`src/rtl/fetch_prefetch_unit_if.sv`:
```
// -----------------------------------------------------------------------------
// fetch_prefetch_unit_if
// Instruction-memory bus between the fetch front end and the instruction
// memory.
//   imem_req    : fetch request valid (driven by the fetch unit)
//   imem_addr   : word-aligned fetch address, valid with imem_req
//   imem_ack    : memory accepts the request this cycle
//   imem_rvalid : response valid; responses return in issue order
//   imem_rdata  : instruction word, valid with imem_rvalid
// Modports: master = fetch unit, slave = instruction memory.
// -----------------------------------------------------------------------------
interface fetch_prefetch_unit_if;
   logic        imem_req;
   logic [31:0] imem_addr;
   logic        imem_ack;
   logic        imem_rvalid;
   logic [31:0] imem_rdata;

   modport master (
      output imem_req,
      output imem_addr,
      input  imem_ack,
      input  imem_rvalid,
      input  imem_rdata
   );

   modport slave (
      input  imem_req,
      input  imem_addr,
      output imem_ack,
      output imem_rvalid,
      output imem_rdata
   );
endinterface

```
`src/rtl/fetch_prefetch_unit.sv`:
```
// -----------------------------------------------------------------------------
// fetch_prefetch_unit
// Instruction fetch front end feeding the IF/ID register. Owns the fetch PC,
// issues sequential requests to a variable-latency instruction memory and
// buffers returned words with their addresses in an in-order prefetch queue.
// A redirect flushes the queue, marks all in-flight responses stale and
// restarts fetch at the target.
//
// Parameters:
//   DEPTH    : queue entries and maximum in-flight requests (power of 2, >= 2)
//   RESET_PC : fetch address after reset
// Ports:
//   clk           : clock, rising edge
//   reset         : asynchronous active-low reset
//   imem          : instruction-memory bus (master side)
//   redirect      : taken branch from the memory stage
//   redirect_pc   : branch target, bits [1:0] ignored
//   stall         : downstream not ready, head is held
//   instr_valid   : queue head valid
//   instruction   : head instruction, NOP (32'h13) when empty
//   instr_address : head PC, 0 when empty
// -----------------------------------------------------------------------------
module fetch_prefetch_unit #(
   parameter int unsigned DEPTH    = 4,
   parameter logic [31:0] RESET_PC = 32'h0000_0000
) (
   input  logic                         clk,
   input  logic                         reset,
   fetch_prefetch_unit_if.master        imem,
   input  logic                         redirect,
   input  logic [31:0]                  redirect_pc,
   input  logic                         stall,
   output logic                         instr_valid,
   output logic [31:0]                  instruction,
   output logic [31:0]                  instr_address
);

   localparam int unsigned PW = $clog2(DEPTH);
   localparam int unsigned CW = PW + 1;
   localparam int unsigned SW = CW + 1;

   logic [31:0]   fpc;
   logic [31:0]   rpc;
   logic [CW-1:0] out_cnt;
   logic [CW-1:0] drop_cnt;
   logic [CW-1:0] count;
   logic [PW-1:0] head;
   logic [PW-1:0] tail;
   logic [31:0]   instr_q [DEPTH];
   logic [31:0]   addr_q  [DEPTH];

   logic [31:0]   target;
   logic          credit;
   logic          issue;
   logic          rsp;
   logic          drop_rsp;
   logic          push;
   logic          pop;

   assign target = {redirect_pc[31:2], 2'b00};

   // Every slot is either occupied or reserved for an in-flight response,
   // so the queue cannot overflow.
   assign credit = ({1'b0, out_cnt} + {1'b0, count}) < SW'(DEPTH);

   assign imem.imem_req  = reset & ~redirect & credit;
   assign imem.imem_addr = fpc;

   assign issue    = imem.imem_req & imem.imem_ack;
   // A response with nothing outstanding is a protocol error and is ignored.
   assign rsp      = imem.imem_rvalid & (out_cnt != '0);
   assign drop_rsp = rsp & (drop_cnt != '0);
   assign push     = rsp & ~redirect & (drop_cnt == '0);

   assign instr_valid   = (count != '0);
   assign pop           = instr_valid & ~stall & ~redirect;
   assign instruction   = instr_valid ? instr_q[head] : 32'h0000_0013;
   assign instr_address = instr_valid ? addr_q[head]  : 32'h0000_0000;

   always_ff @(posedge clk or negedge reset) begin
      if (!reset) begin
         fpc      <= RESET_PC;
         rpc      <= RESET_PC;
         out_cnt  <= '0;
         drop_cnt <= '0;
         count    <= '0;
         head     <= '0;
         tail     <= '0;
      end else begin
         // imem_req is low during a redirect, so issue is 0 then.
         out_cnt <= out_cnt + CW'(issue) - CW'(rsp);
         if (redirect) begin
            fpc      <= target;
            rpc      <= target;
            // Every response still outstanding after this cycle is stale;
            // this also absorbs any drops left over from an earlier redirect.
            drop_cnt <= out_cnt - CW'(rsp);
            count    <= '0;
            head     <= '0;
            tail     <= '0;
         end else begin
            if (issue) begin
               fpc <= fpc + 32'd4;
            end
            if (drop_rsp) begin
               drop_cnt <= drop_cnt - CW'(1);
            end
            if (push) begin
               rpc  <= rpc + 32'd4;
               tail <= tail + PW'(1);
            end
            if (pop) begin
               head <= head + PW'(1);
            end
            count <= count + CW'(push) - CW'(pop);
         end
      end
   end

   // Queue storage needs no reset: entries are only read while count covers them.
   always_ff @(posedge clk) begin
      if (push) begin
         instr_q[tail] <= imem.imem_rdata;
         addr_q[tail]  <= rpc;
      end
   end

endmodule

```
`src/flat_wrapper.sv`:
```
// flat-port wrapper written by rule: the top's interface ports become plain ports
module fetch_prefetch_unit_flat 
#(
   parameter int unsigned DEPTH    = 4,
   parameter logic [31:0] RESET_PC = 32'h0000_0000
)
  (clk, reset, redirect, redirect_pc, stall, instr_valid, instruction, instr_address, imem_imem_req, imem_imem_addr, imem_imem_ack, imem_imem_rvalid, imem_imem_rdata);
  fetch_prefetch_unit_if imem_i ();
  input  logic clk;
  input  logic reset;
  input  logic redirect;
  input  logic [31:0] redirect_pc;
  input  logic stall;
  output logic instr_valid;
  output logic [31:0] instruction;
  output logic [31:0] instr_address;
  output wire logic [$bits(imem_i.imem_req)-1:0] imem_imem_req;
  output wire logic [$bits(imem_i.imem_addr)-1:0] imem_imem_addr;
  input wire logic [$bits(imem_i.imem_ack)-1:0] imem_imem_ack;
  input wire logic [$bits(imem_i.imem_rvalid)-1:0] imem_imem_rvalid;
  input wire logic [$bits(imem_i.imem_rdata)-1:0] imem_imem_rdata;
  assign imem_imem_req = imem_i.imem_req;
  assign imem_imem_addr = imem_i.imem_addr;
  assign imem_i.imem_ack = imem_imem_ack;
  assign imem_i.imem_rvalid = imem_imem_rvalid;
  assign imem_i.imem_rdata = imem_imem_rdata;
  fetch_prefetch_unit #(.DEPTH(DEPTH), .RESET_PC(RESET_PC)) u_core (.clk(clk), .reset(reset), .imem(imem_i), .redirect(redirect), .redirect_pc(redirect_pc), .stall(stall), .instr_valid(instr_valid), .instruction(instruction), .instr_address(instr_address));
endmodule
```
`config.mk`:
```
export PLATFORM = sky130hd
export DESIGN_NAME = fetch_prefetch_unit_flat
export DESIGN_NICKNAME = d
export VERILOG_FILES = /design/src/rtl/fetch_prefetch_unit_if.sv /design/src/rtl/fetch_prefetch_unit.sv /design/src/flat_wrapper.sv
export SDC_FILE = /design/constraint.sdc
export NUM_CORES = 1
export LEC_CHECK = 0
export BUFFER_PORTS_ARGS = -buffer_cell sky130_fd_sc_hd__buf_4
export CAP_MARGIN = 0
export CORE_MARGIN = 2
export CORE_UTILIZATION = 58
export CTS_CLUSTER_SIZE = 14
export DETAILED_ROUTE_END_ITERATION = 12
export GPL_ROUTABILITY_DRIVEN = 0
export GPL_TIMING_DRIVEN = 1
export PLACE_DENSITY = 0.8
export SLEW_MARGIN = 20
export SYNTH_ARGS = -nofsm -noshare
export SYNTH_HDL_FRONTEND = slang
export SYNTH_SLANG_ARGS = --single-unit
```
`constraint.sdc`:
```
create_clock -name clk -period 5.6 [get_ports clk]
set_input_delay 0.28 -clock clk [delete_from_list [all_inputs] [get_ports clk]]
set_output_delay 0.28 -clock clk [all_outputs]
set_load 0.01 [all_outputs]
```
==> flow_metrics.py, run 1 <==
metrics = {
    "synth": {
        "synth_cell_types": 52,
        "ys_warn_count": 0,
        "synth_edf_count": 248,
        "ys_ff_latch": 321,
        "synthCells": 850,
        "synth-main-ff-cell": "edfxtp_1",
        "synth-seq-area-share_pct": 67.8,
        "synth.cell_area_um2": 13700,
        "syn_avg_cell_area_um2": 16.1,
        "async_reset_ff_share_pct": 22.7,
    },
    "route": {
        "drc": 0,
        "vias": 8145,
        "ant_nets": 0,
        "drt_iter0_drc": 691,
        "wl_per_cell_um": 20.0,
        "totalWireLength_mm": 28.2,
        "firstDrtPassIters": 5,
        "via_per_inst": 5.77,
    },
    "timing": {
        "clock.fmax_mhz": 303,
        "relSlewSlack_pct": 28.2,
        "fin_skew_ns": 0.0111,
        "setup_tns_ns": 0,
        "finalSetupViolCount": 0,
        "finalCritPeriodShare_pct": 59.0,
        "rsz0062_at_grt": "no",
        "whs_ns": 0.0149,
        "fin_ws_ns": 2.30,
        "worst_slew_pin_slew_ns": 1.07,
        "hold_viol": 0,
        "finalCriticalPeriod_ns": 3.30,
        "drv_slew": 0,
    },
    "setup_path": {
        "required_ns": 5.32,
        "critPathCaptureType": "primary output",
        "slowest_stage": "dfrtp_4",
        "worstSetupPathType": "reg2out",
        "slowest_delay_ns": 1.08,
        "crit_path_frequent_cell": "buf_4",
        "worstSetupStartpointType": "flip-flop",
        "cp_cell_sequence": "buf_4 > mux4_2 > nor2b_1 > buf_4",
        "critPathMaxFanout": 49,
        "cp_data_arrival_time_ns": 3.02,
    },
    "grt": {
        "use_met1_pct": 31.6,
        "antenna_found_initial": 0,
        "grt_usage_pct": 22.9,
        "grt_pass1_wl_mm": 43.6,
        "met3_usage_pct": 3.72,
        "grt-ovfl-total": 0,
        "grt_pass1_vias": 8247,
        "grt_max_degree": 66,
        "grt-busiest-layer": "met2",
        "grt_use_met2_pct": 38.4,
    },
    "power": {
        "powerDensity_nw_per_um2": 398,
        "p_leak_nw": 5.96,
        "peakVddDrop_mv": 0.293,
    },
    "die": {
        "die_h_um": 158,
        "die-area_um2": 24800,
        "initial_core_util_pct": 58.6,
        "coreArea_um2": 23300,
        "fp-row-count": 56,
        "die_w_um": 158,
        "io-pin-count": 168,
    },
    "clock_network": {
        "worstSkewPairLatency_ns": 0.55,
        "cts_buffers": 31,
        "post_cts_resized": 0,
        "numClockSinks": 321,
        "cts_root_buf": "clkbuf_16",
        "cts.clk_slew.worst_paths_ns": 0.06,
        "htreeDepth": 1,
        "post_cts_buffers": 0,
        "cts_max_path_buffers": 3,
        "cts_tree": "built",
    },
    "finish": {
        "final_nets": 1155,
        "area_growth_pct": 22.3,
        "stdcell_area_um2": 16700,
        "fillers": 1457,
        "n_antenna_cell": 0,
        "utilization_pct": 71.7,
        "drive_gt1_share_pct": 29.1,
        "multi_input_area_um2": 4140,
        "area.sequential_um2": 9280,
    },
    "placement": {
        "io_buffers": 161,
        "hpwl_mm": 17.2,
        "post-place-ws_ns": 2.54,
        "placed_cell_area_um2": 15200,
    },
    "flow_run": {
        "max_cap_viol_count": 0,
    },
    "worst_hold_path": {
        "hp-class": "in2reg",
    },
    "run_status": {
        "status": "finished clean",
    },
}
## sequential cells by signal, indices dropped and copies added, names as in the netlist
name / cells
u_core.addr_q: 120
u_core.count: 3
u_core.drop_cnt: 3
u_core.head: 2
u_core.imem.imem_addr: 30
u_core.instr_q: 128
u_core.out_cnt: 3
u_core.rpc: 30
u_core.tail: 2
## logic make-up (layout without fill, tap and decap cells)
logic type	after synthesis	after routing	synth area share, %
AND/OR/NAND/NOR	249	249	10.4
adder cells (fa/ha/maj)	18	18	1.76
XOR/XNOR	46	46	2.95
flip-flops	321	321	67.8
other	1	4	0.0274
AO/OA/AOI/OAI	74	74	3.53
multiplexers	77	77	11.4
buffers and inverters	64	303	2.07
## stage by stage
stage	total power, W	instances
final	0.00666	1411
after global routing	0.00696	1411
after global placement	0.00462	1301
after detailed placement	0.00466	1301
after floorplan	0.00394	853
after CTS	0.00672	1411
## critical path: cells and delay by family (launching register included)
kind / cells / cell delay (ns)
buf+inv: 2 / 0.65
flops: 1 / 1.08
mux: 1 / 0.53
simple gates: 1 / 0.17
## what timing repair did
action	in CTS	in global routing
endpoints found under the setup margin	0	0
hold buffers	52	0
endpoints found under the hold margin	180	0
## where the power goes
part,switching (W),total [W],internal (W)
sequential,0.000244,0.00296,0.00272
combinational,0.000790,0.00165,0.000858
clock,0.000846,0.00204,0.00120
## cells in the mapped netlist, types with 4 or more instances
cell type / number / area [um2]
buf_2: 10 / 50.1
o311ai_0: 5 / 43.8
xnor2_1: 22 / 193
nand3_1: 41 / 205
nor2b_1: 60 / 375
nand2_1: 44 / 165
dfrtp_1: 73 / 1830
buf_4: 6 / 45.0
nor4_1: 4 / 25.0
nor2_1: 24 / 90.1
ha_1: 16 / 200
a21boi_0: 8 / 60.1
edfxtp_1: 248 / 7450
and2_1: 7 / 43.8
nand2b_1: 4 / 25.0
o21ai_0: 27 / 135
or2_2: 5 / 31.3
xor2_1: 24 / 210
mux4_2: 62 / 1400
and3_1: 7 / 43.8
a31oi_1: 5 / 31.3
mux2_2: 12 / 135
a21oi_1: 8 / 40.0
nand4_1: 28 / 175
o211ai_1: 10 / 75.1
clkbuf_1: 24 / 90.1
inv_1: 22 / 82.6
nor3_1: 8 / 40.0
## metal layers
| layer | vias up | share of wire, % |
|---|---|---|
| met1 | 4021 | 42 |
| met4 | 0 | 1.8 |
| li1 | 3685 | - |
| met5 | - | 0 |
| met2 | 391 | 49 |
| met3 | 48 | 7.8 |
## cells in the final DEF (no fill, tap or decap), types with 27 or more instances in the layout
| cell | count |
|---|---|
| mux4_2 | 62 |
| buf_4 | 170 |
| dfrtp_1 | 71 |
| o21ai_0 | 27 |
| edfxtp_1 | 248 |
| nand4_1 | 28 |
| clkbuf_16 | 32 |
| nand3_1 | 41 |
| nor2b_1 | 60 |
| dlygate4sd3_1 | 52 |
| nand2_1 | 44 |
## area by class of cell
class | count | area share (%)
multi-input combinational | 468 | 24.8
timing repair buffer | 222 | 10.7
clock inverter | 10 | 0.494
clock buffer | 48 | 5.61
sequential | 321 | 55.5
tap | 319 | 2.39
inverter | 23 | 0.516
## path summary, 6_finish.rpt
check                                                           start                               endpoint  slack [ns]  cells past startpoint
min in group asynchronous                                       reset   u_core.imem.imem_addr[6]$_DFFE_PN0P_        0.18                      2
worst min-delay path                                   redirect_pc[4]              u_core.rpc[4]$_DFFE_PN0N_        0.01                      3
worst max-delay path                       u_core.head[0]$_DFFE_PN0P_                      instr_address[19]        2.30                      4
worst max register to register         u_core.drop_cnt[0]$_DFFE_PN0P_         u_core.addr_q[1][22]$_DFFE_PP_        2.62                      6
worst min register to register  u_core.imem.imem_addr[28]$_DFFE_PN0P_  u_core.imem.imem_addr[28]$_DFFE_PN0P_        0.56                      1
max in group asynchronous                                       reset             u_core.head[0]$_DFFE_PN0P_        4.41                      3
No activity file was read; power rests on OpenSTA's default activity.
==> inputs of run 2 (changes only) <==
==> constraint.sdc (replaced) <==
create_clock -name clk -period 3.3 [get_ports clk]
set_input_delay 0.165 -clock clk [delete_from_list [all_inputs] [get_ports clk]]
set_output_delay 0.165 -clock clk [all_outputs]
set_load 0.01 [all_outputs]
==> flow_metrics.py, run 2 (synthesis results as in run 1) <==
metrics = {
    "finish": {
        "final_common_cell": "edfxtp_1",
        "final_cell_mix": "edfxtp_1, buf_4, dfrtp_1",
        "drive_gt1_share_pct": 29.1,
        "largest_register_ffs": 128,
        "reg_top3": "u_core.instr_q x128, u_core.addr_q x120",
        "utilization_pct": 72.9,
        "largest-register": "u_core.instr_q",
        "final_nets": 1176,
        "stdcell_area_um2": 17000,
        "area_growth_pct": 24.4,
        "n_antenna_cell": 0,
    },
    "clock_network": {
        "cts_tree": "built",
        "cts_root_buf": "clkbuf_16",
        "worstSkewPairLatency_ns": 0.55,
        "cts.clk_slew.worst_paths_ns": 0.06,
        "cts_max_path_buffers": 3,
        "cts_buffers": 31,
        "htreeDepth": 1,
        "numClockSinks": 321,
    },
    "timing": {
        "whs_ns": 0.0456,
        "worst_slew_pin_slew_ns": 0.870,
        "fin_ws_ns": 0.466,
        "finalCriticalPeriod_ns": 2.83,
        "setup_tns_ns": 0,
        "clock.fmax_mhz": 353,
        "hold_viol": 0,
        "relSlewSlack_pct": 42.0,
        "fin_skew_ns": 0.0104,
        "rsz0062_at_grt": "no",
        "drv_slew": 0,
        "finalCritPeriodShare_pct": 85.9,
        "finalSetupViolCount": 0,
    },
    "die": {
        "io-pin-count": 168,
        "die-area_um2": 24800,
        "die_h_um": 158,
        "coreArea_um2": 23300,
        "fp-row-count": 56,
        "initial_core_util_pct": 58.6,
        "die_w_um": 158,
    },
    "power": {
        "peakVddDrop_mv": 0.384,
        "p_leak_nw": 6.08,
        "powerDensity_nw_per_um2": 673,
    },
    "route": {
        "vias": 8335,
        "via_per_inst": 5.82,
        "drt-met1-wl_mm": 12.1,
        "totalWireLength_mm": 29.6,
        "firstDrtPassIters": 5,
        "wl_per_cell_um": 20.7,
        "wl_met3_mm": 2.12,
        "drt_iter0_drc": 769,
        "drc": 0,
        "wl_met2_mm": 14.8,
        "top_layer": "met4",
        "ant_nets": 0,
    },
    "setup_path": {
        "cp_data_arrival_time_ns": 2.67,
        "worstSetupStartpointType": "flip-flop",
        "worstSetupStartpoint": "u_core.head[0]$_DFFE_PN0P_",
        "critPathMaxFanout": 30,
        "rr_startpoint": "u_core.drop_cnt[0]$_DFFE_PN0P_",
        "cp_cell_sequence": "buf_4 > mux4_2 > or2_2 > buf_4",
        "worstSetupPathType": "reg2out",
        "slowest_delay_ns": 0.83,
        "required_ns": 3.13,
        "slowest_stage": "dfrtp_4",
        "critPathCaptureType": "primary output",
        "crit_path_frequent_cell": "buf_4",
    },
    "grt": {
        "antenna_found_initial": 0,
        "grt_usage_pct": 24.5,
        "grt_pass1_vias": 8336,
        "grt-ovfl-total": 0,
        "grt_max_degree": 68,
        "grt_pass1_wl_mm": 46.3,
    },
    "worst_hold_path": {
        "hp-start": "redirect_pc[17]",
        "hp-class": "in2reg",
    },
    "flow_run": {
        "max_cap_viol_count": 0,
    },
    "placement": {
        "placed_cell_area_um2": 15400,
        "hpwl_mm": 18.1,
        "post-place-ws_ns": 0.713,
        "io_buffers": 161,
    },
    "run_status": {
        "status": "finished clean",
    },
}
## run 2: cell types whose count changed in the layout (fill, tap and decap cells not counted), sizes merged
cell	delta
bufinv	+3
clkbuf	-7
clkinvlp	+1
dlygate4sd3	+10
buf	+11
clkinv	+2
## run 2: path summary, 6_finish.rpt
check	to	slack (ns)	depth (start not counted)
setup / recovery	instruction[0]	0.47	4
hold / removal	u_core.rpc[17]$_DFFE_PN0N_	0.05	3
setup reg to reg	u_core.instr_q[1][21]$_DFFE_PP_	0.78	6
hold reg to reg	u_core.imem.imem_addr[28]$_DFFE_PN0P_	0.56	1
max in group asynchronous	u_core.head[0]$_DFFE_PN0P_	2.24	3
min in group asynchronous	u_core.imem.imem_addr[28]$_DFFE_PN0P_	0.42	3
## run 2: metrics by stage
step / power [W] / cells
after global routing: 0.0120 / 1431
after floorplan: 0.00669 / 853
after CTS: 0.0115 / 1431
after global placement: 0.00787 / 1312
after detailed placement: 0.00795 / 1312
final: 0.0115 / 1431
## run 2: cell type report
cell class,count,area (um2)
clock buffers,41,843
clock inverters,16,186
fillers,1410,6320
inverters,23,86.3
multi-input cells,468,4140
flip-flops and latches,321,9280
well taps,319,399
repair buffers,243,2080
## run 2: layer usage
layer	GRT usage, %	vias up
met5	0	-
met4	6.36	0
met3	3.17	42
met2	41.2	413
met1	34.6	4142
li1	-	3738
## run 2: critical path: cells and delay by family (launching register included)
family,cells,cell delay [ns]
multiplexers,1,0.53
buffers and inverters,2,0.45
flip-flops,1,0.83
AND/OR/NAND/NOR,1,0.29
## run 2: report_power, final
part	internal (W)	switching, W
clock	0.00210	0.00144
sequential	0.00462	0.000360
combinational	0.00151	0.00143
## run 2: what timing repair did
item / in CTS / in global routing
setup buffers: 0 / 0
setup endpoints to repair: 0 / 0
resized for setup: 0 / 0
hold endpoints to repair: 254 / 0
hold buffers: 62 / 0
==> inputs of run 3 (changes only) <==
--- a/config.mk
+++ b/config.mk
@@ -13,8 +13,9 @@
 export DETAILED_ROUTE_END_ITERATION = 12
 export GPL_ROUTABILITY_DRIVEN = 0
 export GPL_TIMING_DRIVEN = 1
-export PLACE_DENSITY = 0.8
+export PLACE_DENSITY = 0.77
 export SLEW_MARGIN = 20
 export SYNTH_ARGS = -nofsm -noshare
 export SYNTH_HDL_FRONTEND = slang
 export SYNTH_SLANG_ARGS = --single-unit
+export TNS_END_PERCENT = 1
==> constraint.sdc (replaced) <==
create_clock -name clk -period 3.3 [get_ports clk]
set_input_delay 0.33 -clock clk [delete_from_list [all_inputs] [get_ports clk]]
set_output_delay 0.33 -clock clk [all_outputs]
set_load 0.01 [all_outputs]
==> flow_metrics.py, run 3 (synthesis results as in run 1) <==
metrics = {
    "finish": {
        "area_growth_pct": 20.1,
        "final_common_cell": "edfxtp_1",
        "n_antenna_cell": 0,
        "reg_top3": "u_core.instr_q x128, u_core.addr_q x120",
        "final_cell_mix": "edfxtp_1, buf_4, dfrtp_1",
        "final_nets": 1119,
        "largest-register": "u_core.instr_q",
        "largest_register_ffs": 128,
        "drive_gt1_share_pct": 30.5,
        "utilization_pct": 70.4,
    },
    "grt": {
        "grt-ovfl-total": 0,
        "grt_pass1_wl_mm": 44.3,
        "grt_usage_pct": 23.6,
        "antenna_found_initial": 0,
        "grt_max_degree": 65,
        "grt_pass1_vias": 7939,
    },
    "die": {
        "die-area_um2": 24800,
        "die_h_um": 158,
        "fp-row-count": 56,
        "coreArea_um2": 23300,
        "die_w_um": 158,
        "initial_core_util_pct": 58.6,
        "io-pin-count": 168,
    },
    "flow_run": {
        "max_cap_viol_count": 0,
    },
    "power": {
        "p_leak_nw": 5.83,
        "p_total_w": 0.0115,
        "powerDensity_nw_per_um2": 698,
        "peakVddDrop_mv": 0.403,
    },
    "clock_network": {
        "numClockSinks": 321,
        "worstSkewPairLatency_ns": 0.51,
        "hold_buffers": 4,
        "cts_buffers": 34,
        "cts.clk_slew.worst_paths_ns": 0.06,
        "htreeDepth": 2,
        "cts_root_buf": "clkbuf_16",
        "cts_max_path_buffers": 3,
        "post_cts_resized": 0,
        "cts_tree": "built",
        "post_cts_buffers": 0,
    },
    "timing": {
        "drv_slew": 0,
        "setup_tns_ns": 0,
        "finalSetupViolCount": 0,
        "finalCritPeriodShare_pct": 83.4,
        "whs_ns": 0.0145,
        "finalCriticalPeriod_ns": 2.75,
        "fin_ws_ns": 0.548,
        "relSlewSlack_pct": 29.2,
        "clock.fmax_mhz": 363,
        "hold_viol": 0,
        "rsz0062_at_grt": "no",
        "worst_slew_pin_slew_ns": 1.06,
        "fin_skew_ns": 0.0104,
    },
    "route": {
        "via_per_inst": 5.84,
        "ant_nets": 0,
        "drc": 0,
        "vias": 8021,
        "totalWireLength_mm": 28.5,
        "drt_iter0_drc": 731,
        "wl_per_cell_um": 20.7,
        "firstDrtPassIters": 5,
    },
    "setup_path": {
        "cp_data_arrival_time_ns": 2.42,
        "worstSetupPathType": "reg2out",
        "worstSetupStartpointType": "flip-flop",
        "critPathCaptureType": "primary output",
        "required_ns": 2.97,
        "critPathMaxFanout": 18,
    },
    "placement": {
        "post-place-ws_ns": 0.708,
        "io_buffers": 161,
        "hpwl_mm": 17.6,
    },
    "worst_hold_path": {
        "hp-class": "in2reg",
    },
    "run_status": {
        "status": "finished clean",
    },
}
==> run 3: changes by cell type in the layout (fill, tap and decap cells not counted), sizes merged <==
cell / delta
dlygate4sd3: -58
clkbuf: +7
bufinv: -3
buf: -2
clkinv: +1
clkinvlp: -1
inv: -1
==> run 3: where the power goes <==
group	total (W)	switching, W	internal (W)
logic	0.00291	0.00145	0.00146
clock network	0.00361	0.00148	0.00213
registers	0.00495	0.000326	0.00462
total	0.0115	0.00326	0.00821
==> run 3: metal layers <==
| metal | track usage [%] | wire [um] |
|---|---|---|
| met5 | 0 | 0 |
| met4 | 7.27 | 732 |
| met3 | 3.99 | 2100 |
| met2 | 37.1 | 13700 |
| met1 | 34.5 | 11900 |
==> run 3: critical path: stages (launching register included) <==
cell and delay, ns:
dfrtp_4 0.66, buf_4 0.37, mux4_2 0.54, nor2b_1 0.15, buf_4 0.18
==> run 3: final cells by class <==
class / count / area, um2
sequential: 321 / 9280
inverter: 23 / 86.3
multi-input combinational: 468 / 4140
fill: 1481 / 6910
clock inverter: 12 / 88.8
tap: 319 / 399
clock buffer: 48 / 967
timing repair buffer: 183 / 1460
==> run 3: path summary, 6_finish.rpt <==
kind | start | end | slack, ns | cells after the start
min reg2reg | u_core.imem.imem_addr[28]$_DFFE_PN0P_ | u_core.imem.imem_addr[28]$_DFFE_PN0P_ | 0.56 | 1
min | imem_imem_rdata[30] | u_core.instr_q[0][30]$_DFFE_PP_ | 0.01 | 1
min in group asynchronous | reset | u_core.imem.imem_addr[5]$_DFFE_PN0P_ | 0.21 | 2
max in group asynchronous | reset | u_core.head[0]$_DFFE_PN0P_ | 1.98 | 3
max | u_core.head[0]$_DFFE_PN0P_ | instruction[20] | 0.55 | 4
max reg2reg | u_core.drop_cnt[0]$_DFFE_PN0P_ | u_core.count[2]$_DFF_PN0_ | 0.77 | 10
==> run 3: per-stage QoR <==
step | area [um2] | instances
2_1_floorplan | 13700 | 853
3_3_place_gp | 15300 | 1310
3_5_place_dp | 15300 | 1310
4_1_cts | 16400 | 1374
5_1_grt | 16400 | 1374
6_report | 16400 | 1374
